**src/rtl/lsu_rv64_if.sv**
```systemverilog
// lsu_rv64_if
//   Bundles the signals between the execute stage, the load/store unit and the
//   byte-addressed data memory.
//   slave  : the load/store unit (accepts requests, drives the memory port).
//   master : the environment (issues requests, models the data memory).
//   Request : req_valid, req_ready, req_addr, req_wdata, req_store, req_funct3
//   Response: resp_valid, resp_data, resp_misaligned, resp_fault
//   Memory  : mem_addr, mem_write_data, mem_write_en, mem_funct3, mem_read_data
interface lsu_rv64_if #(
   parameter int AddrWidth = 14
);
   logic                 req_valid;
   logic                 req_ready;
   logic [63:0]          req_addr;
   logic [63:0]          req_wdata;
   logic                 req_store;
   logic [2:0]           req_funct3;
   logic                 resp_valid;
   logic [63:0]          resp_data;
   logic                 resp_misaligned;
   logic                 resp_fault;
   logic [AddrWidth-1:0] mem_addr;
   logic [63:0]          mem_write_data;
   logic                 mem_write_en;
   logic [2:0]           mem_funct3;
   logic [63:0]          mem_read_data;

   modport slave (
      input  req_valid, req_addr, req_wdata, req_store, req_funct3, mem_read_data,
      output req_ready, resp_valid, resp_data, resp_misaligned, resp_fault,
             mem_addr, mem_write_data, mem_write_en, mem_funct3
   );

   modport master (
      output req_valid, req_addr, req_wdata, req_store, req_funct3, mem_read_data,
      input  req_ready, resp_valid, resp_data, resp_misaligned, resp_fault,
             mem_addr, mem_write_data, mem_write_en, mem_funct3
   );
endinterface

```
**src/rtl/lsu_rv64.sv**
```systemverilog
// lsu_rv64
//   RV64 load/store unit in front of a byte-addressed data memory. One request
//   is accepted in IDLE, checked for encoding, range and alignment, then either
//   answered directly (fault / misaligned) or performed as a single memory
//   cycle. A one-cycle response pulse carries the load data or the flags.
//   Ports:
//     clk, rst : clock, asynchronous active-high reset
//     bus      : lsu_rv64_if.slave (request, response and memory port)
//   Build option:
//     LSU_MISALIGNED_SPLIT_EN - when defined, legal in-range misaligned accesses
//     are split into byte accesses instead of being reported as misaligned.
module lsu_rv64 #(
   parameter int AddrWidth = 14
) (
   input logic       clk,
   input logic       rst,
   lsu_rv64_if.slave bus
);

`ifdef LSU_MISALIGNED_SPLIT_EN
   typedef enum logic [1:0] {IDLE = 2'd0, ACCESS = 2'd1, SPLIT = 2'd2, RESP = 2'd3} state_t;
`else
   typedef enum logic [1:0] {IDLE = 2'd0, ACCESS = 2'd1, RESP = 2'd3} state_t;
`endif

   state_t               state, state_nxt;
   logic                 store_q;
   logic [2:0]           funct3_q;
   logic [63:0]          resp_data_q;
   logic                 mis_q;
   logic                 fault_q;
   logic [AddrWidth-1:0] mem_addr_q;
   logic [63:0]          mem_wdata_q;

   // request decode, evaluated against the live request in IDLE
   logic [2:0]           size_m1;
   logic                 illegal;
   logic [AddrWidth:0]   last_byte;
   logic                 out_of_range;
   logic                 misaligned;
   logic                 reject;

   always_comb begin
      case (bus.req_funct3[1:0])
         2'd0:    size_m1 = 3'd0;
         2'd1:    size_m1 = 3'd1;
         2'd2:    size_m1 = 3'd3;
         default: size_m1 = 3'd7;
      endcase
   end

   assign illegal      = bus.req_store ? bus.req_funct3[2] : (bus.req_funct3 == 3'b111);
   // one extra bit catches an access that runs past the top of memory
   assign last_byte    = {1'b0, bus.req_addr[AddrWidth-1:0]} + {{(AddrWidth-2){1'b0}}, size_m1};
   assign out_of_range = (bus.req_addr[63:AddrWidth] != '0) || last_byte[AddrWidth];
   assign misaligned   = (bus.req_addr[2:0] & size_m1) != 3'b000;
   assign reject       = illegal || out_of_range;

`ifdef LSU_MISALIGNED_SPLIT_EN
   logic [2:0]  k_q;
   logic [2:0]  last_k;
   logic [63:0] asm_data;

   // sign- or zero-extend the assembled bytes according to the load type
   function automatic logic [63:0] load_ext(input logic [63:0] raw, input logic [2:0] f3);
      logic signed [63:0] ext;
      case (f3)
         3'b000:  ext = 64'($signed(raw[7:0]));
         3'b001:  ext = 64'($signed(raw[15:0]));
         3'b010:  ext = 64'($signed(raw[31:0]));
         3'b100:  ext = $signed({56'd0, raw[7:0]});
         3'b101:  ext = $signed({48'd0, raw[15:0]});
         3'b110:  ext = $signed({32'd0, raw[31:0]});
         default: ext = $signed(raw);
      endcase
      return ext;
   endfunction

   always_comb begin
      case (funct3_q[1:0])
         2'd0:    last_k = 3'd0;
         2'd1:    last_k = 3'd1;
         2'd2:    last_k = 3'd3;
         default: last_k = 3'd7;
      endcase
      // the byte returned this cycle lands in assembly lane k
      asm_data = resp_data_q;
      asm_data[{k_q, 3'b000} +: 8] = bus.mem_read_data[7:0];
   end
`endif

   always_ff @(posedge clk or posedge rst) begin
      if (rst) state <= IDLE;
      else     state <= state_nxt;
   end

   always_comb begin
      state_nxt        = state;
      bus.req_ready    = 1'b0;
      bus.resp_valid   = 1'b0;
      bus.mem_write_en = 1'b0;
      bus.mem_funct3   = 3'b111;
      case (state)
         IDLE: begin
            bus.req_ready = 1'b1;
            if (bus.req_valid) begin
               if (reject)          state_nxt = RESP;
`ifdef LSU_MISALIGNED_SPLIT_EN
               else if (misaligned) state_nxt = SPLIT;
`else
               else if (misaligned) state_nxt = RESP;
`endif
               else                 state_nxt = ACCESS;
            end
         end
         ACCESS: begin
            bus.mem_write_en = store_q;
            bus.mem_funct3   = funct3_q;
            state_nxt        = RESP;
         end
`ifdef LSU_MISALIGNED_SPLIT_EN
         SPLIT: begin
            bus.mem_write_en = store_q;
            bus.mem_funct3   = store_q ? 3'b000 : 3'b100;
            if (k_q == last_k) state_nxt = RESP;
         end
`endif
         RESP: begin
            bus.resp_valid = 1'b1;
            state_nxt      = IDLE;
         end
         default: state_nxt = IDLE;
      endcase
   end

   always_ff @(posedge clk or posedge rst) begin
      if (rst) begin
         store_q     <= 1'b0;
         funct3_q    <= 3'b111;
         resp_data_q <= '0;
         mis_q       <= 1'b0;
         fault_q     <= 1'b0;
         mem_addr_q  <= '0;
         mem_wdata_q <= '0;
`ifdef LSU_MISALIGNED_SPLIT_EN
         k_q         <= '0;
`endif
      end else begin
         case (state)
            IDLE: begin
               if (bus.req_valid) begin
                  store_q     <= bus.req_store;
                  funct3_q    <= bus.req_funct3;
                  resp_data_q <= '0;
                  fault_q     <= reject;
                  mis_q       <= 1'b0;
                  if (!reject) begin
`ifdef LSU_MISALIGNED_SPLIT_EN
                     mem_addr_q  <= bus.req_addr[AddrWidth-1:0];
                     mem_wdata_q <= bus.req_wdata;
                     k_q         <= '0;
`else
                     // memory port keeps its last values when nothing is issued
                     if (misaligned) begin
                        mis_q <= 1'b1;
                     end else begin
                        mem_addr_q  <= bus.req_addr[AddrWidth-1:0];
                        mem_wdata_q <= bus.req_wdata;
                     end
`endif
                  end
               end
            end
            ACCESS: begin
               if (!store_q) resp_data_q <= bus.mem_read_data;
            end
`ifdef LSU_MISALIGNED_SPLIT_EN
            SPLIT: begin
               if (!store_q) resp_data_q <= (k_q == last_k) ? load_ext(asm_data, funct3_q) : asm_data;
               // advance only between bytes so the port holds the last issued byte
               if (k_q != last_k) begin
                  k_q         <= k_q + 3'd1;
                  mem_addr_q  <= mem_addr_q + {{(AddrWidth-1){1'b0}}, 1'b1};
                  mem_wdata_q <= {8'd0, mem_wdata_q[63:8]};
               end
            end
`endif
            default: ;
         endcase
      end
   end

   assign bus.resp_data       = resp_data_q;
   assign bus.resp_misaligned = mis_q;
   assign bus.resp_fault      = fault_q;
   assign bus.mem_addr        = mem_addr_q;
   assign bus.mem_write_data  = mem_wdata_q;

endmodule

```
**src/flat_wrapper.sv**
```systemverilog
// flat-port wrapper written by rule: the top's interface ports become plain ports
module lsu_rv64_flat 
#(
   parameter int AddrWidth = 14
)
  (clk, rst, bus_req_valid, bus_req_addr, bus_req_wdata, bus_req_store, bus_req_funct3, bus_mem_read_data, bus_req_ready, bus_resp_valid, bus_resp_data, bus_resp_misaligned, bus_resp_fault, bus_mem_addr, bus_mem_write_data, bus_mem_write_en, bus_mem_funct3);
  lsu_rv64_if #(.AddrWidth(AddrWidth)) bus_i ();
  input logic clk;
  input logic rst;
  input wire logic [$bits(bus_i.req_valid)-1:0] bus_req_valid;
  input wire logic [$bits(bus_i.req_addr)-1:0] bus_req_addr;
  input wire logic [$bits(bus_i.req_wdata)-1:0] bus_req_wdata;
  input wire logic [$bits(bus_i.req_store)-1:0] bus_req_store;
  input wire logic [$bits(bus_i.req_funct3)-1:0] bus_req_funct3;
  input wire logic [$bits(bus_i.mem_read_data)-1:0] bus_mem_read_data;
  output wire logic [$bits(bus_i.req_ready)-1:0] bus_req_ready;
  output wire logic [$bits(bus_i.resp_valid)-1:0] bus_resp_valid;
  output wire logic [$bits(bus_i.resp_data)-1:0] bus_resp_data;
  output wire logic [$bits(bus_i.resp_misaligned)-1:0] bus_resp_misaligned;
  output wire logic [$bits(bus_i.resp_fault)-1:0] bus_resp_fault;
  output wire logic [$bits(bus_i.mem_addr)-1:0] bus_mem_addr;
  output wire logic [$bits(bus_i.mem_write_data)-1:0] bus_mem_write_data;
  output wire logic [$bits(bus_i.mem_write_en)-1:0] bus_mem_write_en;
  output wire logic [$bits(bus_i.mem_funct3)-1:0] bus_mem_funct3;
  assign bus_i.req_valid = bus_req_valid;
  assign bus_i.req_addr = bus_req_addr;
  assign bus_i.req_wdata = bus_req_wdata;
  assign bus_i.req_store = bus_req_store;
  assign bus_i.req_funct3 = bus_req_funct3;
  assign bus_i.mem_read_data = bus_mem_read_data;
  assign bus_req_ready = bus_i.req_ready;
  assign bus_resp_valid = bus_i.resp_valid;
  assign bus_resp_data = bus_i.resp_data;
  assign bus_resp_misaligned = bus_i.resp_misaligned;
  assign bus_resp_fault = bus_i.resp_fault;
  assign bus_mem_addr = bus_i.mem_addr;
  assign bus_mem_write_data = bus_i.mem_write_data;
  assign bus_mem_write_en = bus_i.mem_write_en;
  assign bus_mem_funct3 = bus_i.mem_funct3;
  lsu_rv64 #(.AddrWidth(AddrWidth)) u_core (.clk(clk), .rst(rst), .bus(bus_i));
endmodule
```
**config.mk**
```make
export PLATFORM = sky130hd
export DESIGN_NAME = lsu_rv64_flat
export DESIGN_NICKNAME = d
export VERILOG_FILES = /design/src/rtl/lsu_rv64_if.sv /design/src/rtl/lsu_rv64.sv /design/src/flat_wrapper.sv
export SDC_FILE = /design/constraint.sdc
export NUM_CORES = 1
export LEC_CHECK = 0
export BUFFER_PORTS_ARGS = -buffer_cell sky130_fd_sc_hd__buf_2
export CAP_MARGIN = 20
export CORE_MARGIN = 2
export CORE_UTILIZATION = 28
export CTS_BUF_LIST = sky130_fd_sc_hd__clkbuf_2 sky130_fd_sc_hd__clkbuf_4 sky130_fd_sc_hd__clkbuf_8
export CTS_CLUSTER_DIAMETER = 50
export CTS_CLUSTER_SIZE = 24
export DETAILED_ROUTE_END_ITERATION = 10
export HOLD_SLACK_MARGIN = 0.06
export PLACE_DENSITY = 0.65
export RECOVER_POWER = 100
export SYNTH_ARGS = -nofsm -noshare
export SYNTH_HDL_FRONTEND = slang
export SYNTH_SLANG_ARGS = --single-unit
```
**constraint.sdc**
```tcl
create_clock -name clk -period 3.65 [get_ports clk]
set_input_delay 0 -clock clk [delete_from_list [all_inputs] [get_ports clk]]
set_output_delay 0 -clock clk [all_outputs]
set_load 0.05 [all_outputs]
```
==> impl_results.md <==
* Outcome: finished with violations
* Failing checks: max-capacitance violations, max-slew violations
* Max-slew headroom at -6.479%
* Yosys warnings at 0
* Worst slew pin tran at around 1.6 ns
* Max-Cap Viols at 1
* Clock Tree Buf Depth at 2
* Asr flop ratio synth at 100.0%
* Pwr Total at 0.005988 W
* TritonCTS buffer count at 17
* Clock slew at reported path FFs at 0.09 ns
* Largest net degree at the start of global routing at 77
* Clock sinks at 150
* Most used cell, CP: nor4_1
* Sequential fraction of the synthesis area at 65.30%
* Die area at approximately 22,000 sq um
* Core box area at ~20,000 sq um
* Post-CTS setup buffer count at 0
* Remaining Overflow, GRT at 0
* Initial antenna violation count at 2
* Fin crit period at 2.759 ns
* Initial core utilization at 28.53%
* Avg Cell Area, Syn at 15.51 sq um
* Hold Crit Class: in2reg
* Area Growth Syn to Fin at 63.58%
* DR vias at 5,119
* Drt wl/cell at roughly 17 um
* Mapped Nets at 572
* Syn Inst Count at ~370
* Die X at 147.4 um
* CP Depth at 8
* Leak at 4.651 nW
* Nets at 1,070
* CP delay by family, top: simple AND/OR/NAND/NOR gates
* Critical path class: in2reg
* Vias in the first global route at approximately 5,400
* RSZ-0062 raised after global routing: false
* DP HPWL at roughly 13,000 um
* # setup viols final at 0
* Post-DP Area at 7811 sq um
* Mapped cell area at 5754 sq um
* Setup TNS at 0 ns
* Hold Path Cell Cnt at 6
* First-pass GRT wire length at ~29,000 um
* Worst Path Buf+Inv at 3
* CTS tree: yes
* Cell variety after synth at 28
* Top FF cell, synth: dfrtp_1
* Crit path cell chain: clkbuf_1, nor4_1, buf_4, nand4_1, nor4_1, nand3_4, buf_12, mux2_1
* Pre-CTS setup slack at ~0.58 ns
* Residual DRC at 0
* Share of layout cells above drive strength 1 at around a third
* DRT Wirelength at 19,540 um
* Htree depth at 4
* RePlAce Congestion at about 0.74
* Synthesized flop and latch total at 150
* Critical path required time at just under 4 ns
* Critical Path AT at 3.08 ns
* Critical Path Fanout Max at 62
* Cell Pwr Density at between 600 and 700 nW/um^2
* Die H at ~150 um
* CP endpoint kind: flip-flop
* Tot GR Track Use at 17.61%
* R2R cell count at 5
* Final hold violations at 0
* Avg Vias per Cell at 4.440
* Clk_lat worst skew at 0.44 ns
* Final instance area at around 9400 sq um
* Final Cycle Share at 75.58%
* F_max at about 0.36 GHz
* Number of fill cells in the layout at 1,890
* Worst Setup Slack, final at 0.8912 ns
* EDFF count, synth at 0
* Port Buffers at 348
* Clock Skews at 0.008008 ns
* Post-route ant nets at 0
* Iter 0 DRT Violations at between 150 and 200
* CP max stage delay at 0.89 ns
* TritonRoute pass-1 iters at 4
* CTS root buf: clkbuf_8
* Final Max Slew Viols at 37
* Worst vdd ir at 0.4630 mV
* Ports at 349
* Row cnt at 52
* CP Launch Type: primary input
* Slowest cell on crit path: nor4_1
cell families after synthesis:
logic type	count (synthesis)	synth area share, %
compound gates	70	10.48
buf+inv	28	2.326
mux	82	17.35
fa+ha+maj	2	0.4348
simple gates	39	4.109
flops	150	65.30
worst register-to-register path, cell delays in order, from the launching register on:
cell and delay [ns]:
dfrtp_1 0.38, inv_1 0.11, nor3b_1 0.30, nand2b_2 0.17
clkbuf_2 0.98, a22o_1 0.37
flip-flops by register name, summed over array words and instances, names as in the netlist:
register / count
u_core.bus.mem_addr: 14
u_core.bus.resp_misaligned: 1
u_core.store_q: 1
u_core.state: 2
u_core.bus.resp_data: 64
u_core.bus.mem_write_data: 64
u_core.bus.resp_fault: 1
u_core.funct3_q: 3
final cells by class:
| type | count | area (sq um) | share of cell area (%) |
|---|---|---|---|
| inverter | 4 | 16.27 | 0.1728 |
| tap | 270 | 337.8 | 3.589 |
| clock buffer | 19 | 255.2 | 2.712 |
| timing repair buffer | 503 | 3102 | 32.95 |
| antenna | 1 | 2.502 | 0.02659 |
| multi-input combinational | 193 | 1797 | 19.09 |
| clock inverter | 13 | 145.1 | 1.542 |
| sequential | 150 | 3757 | 39.92 |
cell usage in the layout (no fill, tap or decap), types with 3 or more instances in the layout:
cell	Yosys	layout
a22o_1	64	64
buf_2	5	197
clkbuf_1	14	153
clkbuf_8	0	18
clkinvlp_4	0	3
dfrtp_1	147	147
dfstp_2	3	3
dlygate4sd3_1	0	148
inv_1	4	3
inv_6	0	4
mux2_1	0	21
mux2_2	62	61
nand3_1	3	3
nand4_1	4	4
nor2_1	5	5
nor4_1	12	13
or3_1	4	4
path summary, 6_finish.rpt:
| path | to | start | slack (ns) |
|---|---|---|---|
| worst min-delay path | u_core.bus.resp_misaligned | bus_req_addr[28] | 0.18 |
| worst max-delay path | u_core.bus.mem_write_data[5] | bus_req_addr[14] | 0.89 |
| worst min register to register | u_core.bus.resp_fault | u_core.bus.resp_fault | 0.49 |
| min in group asynchronous | u_core.bus.resp_data[57] | rst | 0.47 |
| worst max register to register | u_core.bus.resp_data[54] | u_core.state[0] | 1.25 |
| max in group asynchronous | u_core.bus.mem_write_data[24] | rst | 1.31 |
metal layers:
layer | share of wire, % | vias to the layer above | track usage [%]
met5 | 0.067 | - | 0
met4 | 2.6 | 2 | 6.971
met3 | 6.9 | 31 | 5.373
met2 | 53 | 253 | 32.59
met1 | 37 | 2456 | 18.63
li1 | - | 2377 | -
power by group:
group	switching (W)	internal, W
Sequential	0.000210	0.00202
Combinational	0.00181	0.000639
Clock	0.000667	0.000642
Yosys cell counts, types with 2 or more instances:
library cell | n | area share (%)
nand4_1 | 4 | 0.43
and2_1 | 3 | 0.33
or3_1 | 4 | 0.43
nand3_1 | 3 | 0.26
buf_6 | 3 | 0.59
buf_2 | 5 | 0.43
clkbuf_1 | 14 | 0.91
a22o_1 | 64 | 9.7
dfstp_2 | 3 | 1.4
inv_1 | 4 | 0.26
o21a_1 | 2 | 0.26
nor4_1 | 12 | 1.3
mux2_4 | 20 | 5.2
dfrtp_1 | 147 | 64
buf_1 | 2 | 0.13
mux2_2 | 62 | 12
nor2_1 | 5 | 0.33
nor3_1 | 3 | 0.26
ha_1 | 2 | 0.43
per-stage QoR:
stage	std cells	hold slack, ns	util [%]
global placement	972	0.1775	38.73
detailed placement	972	0.1933	38.73
finish	1153	0.1846	46.67
CTS	1152	0.1407	48.06
global route	1152	0.2070	46.66
floorplan	371	0.1327	-
what timing repair did:
| item | CTS | global route |
|---|---|---|
| resized for setup | 0 | 0 |
| hold endpoints to repair | 183 | 0 |
| hold buffers | 148 | 0 |
No activity file was read; power rests on OpenSTA's default activity.
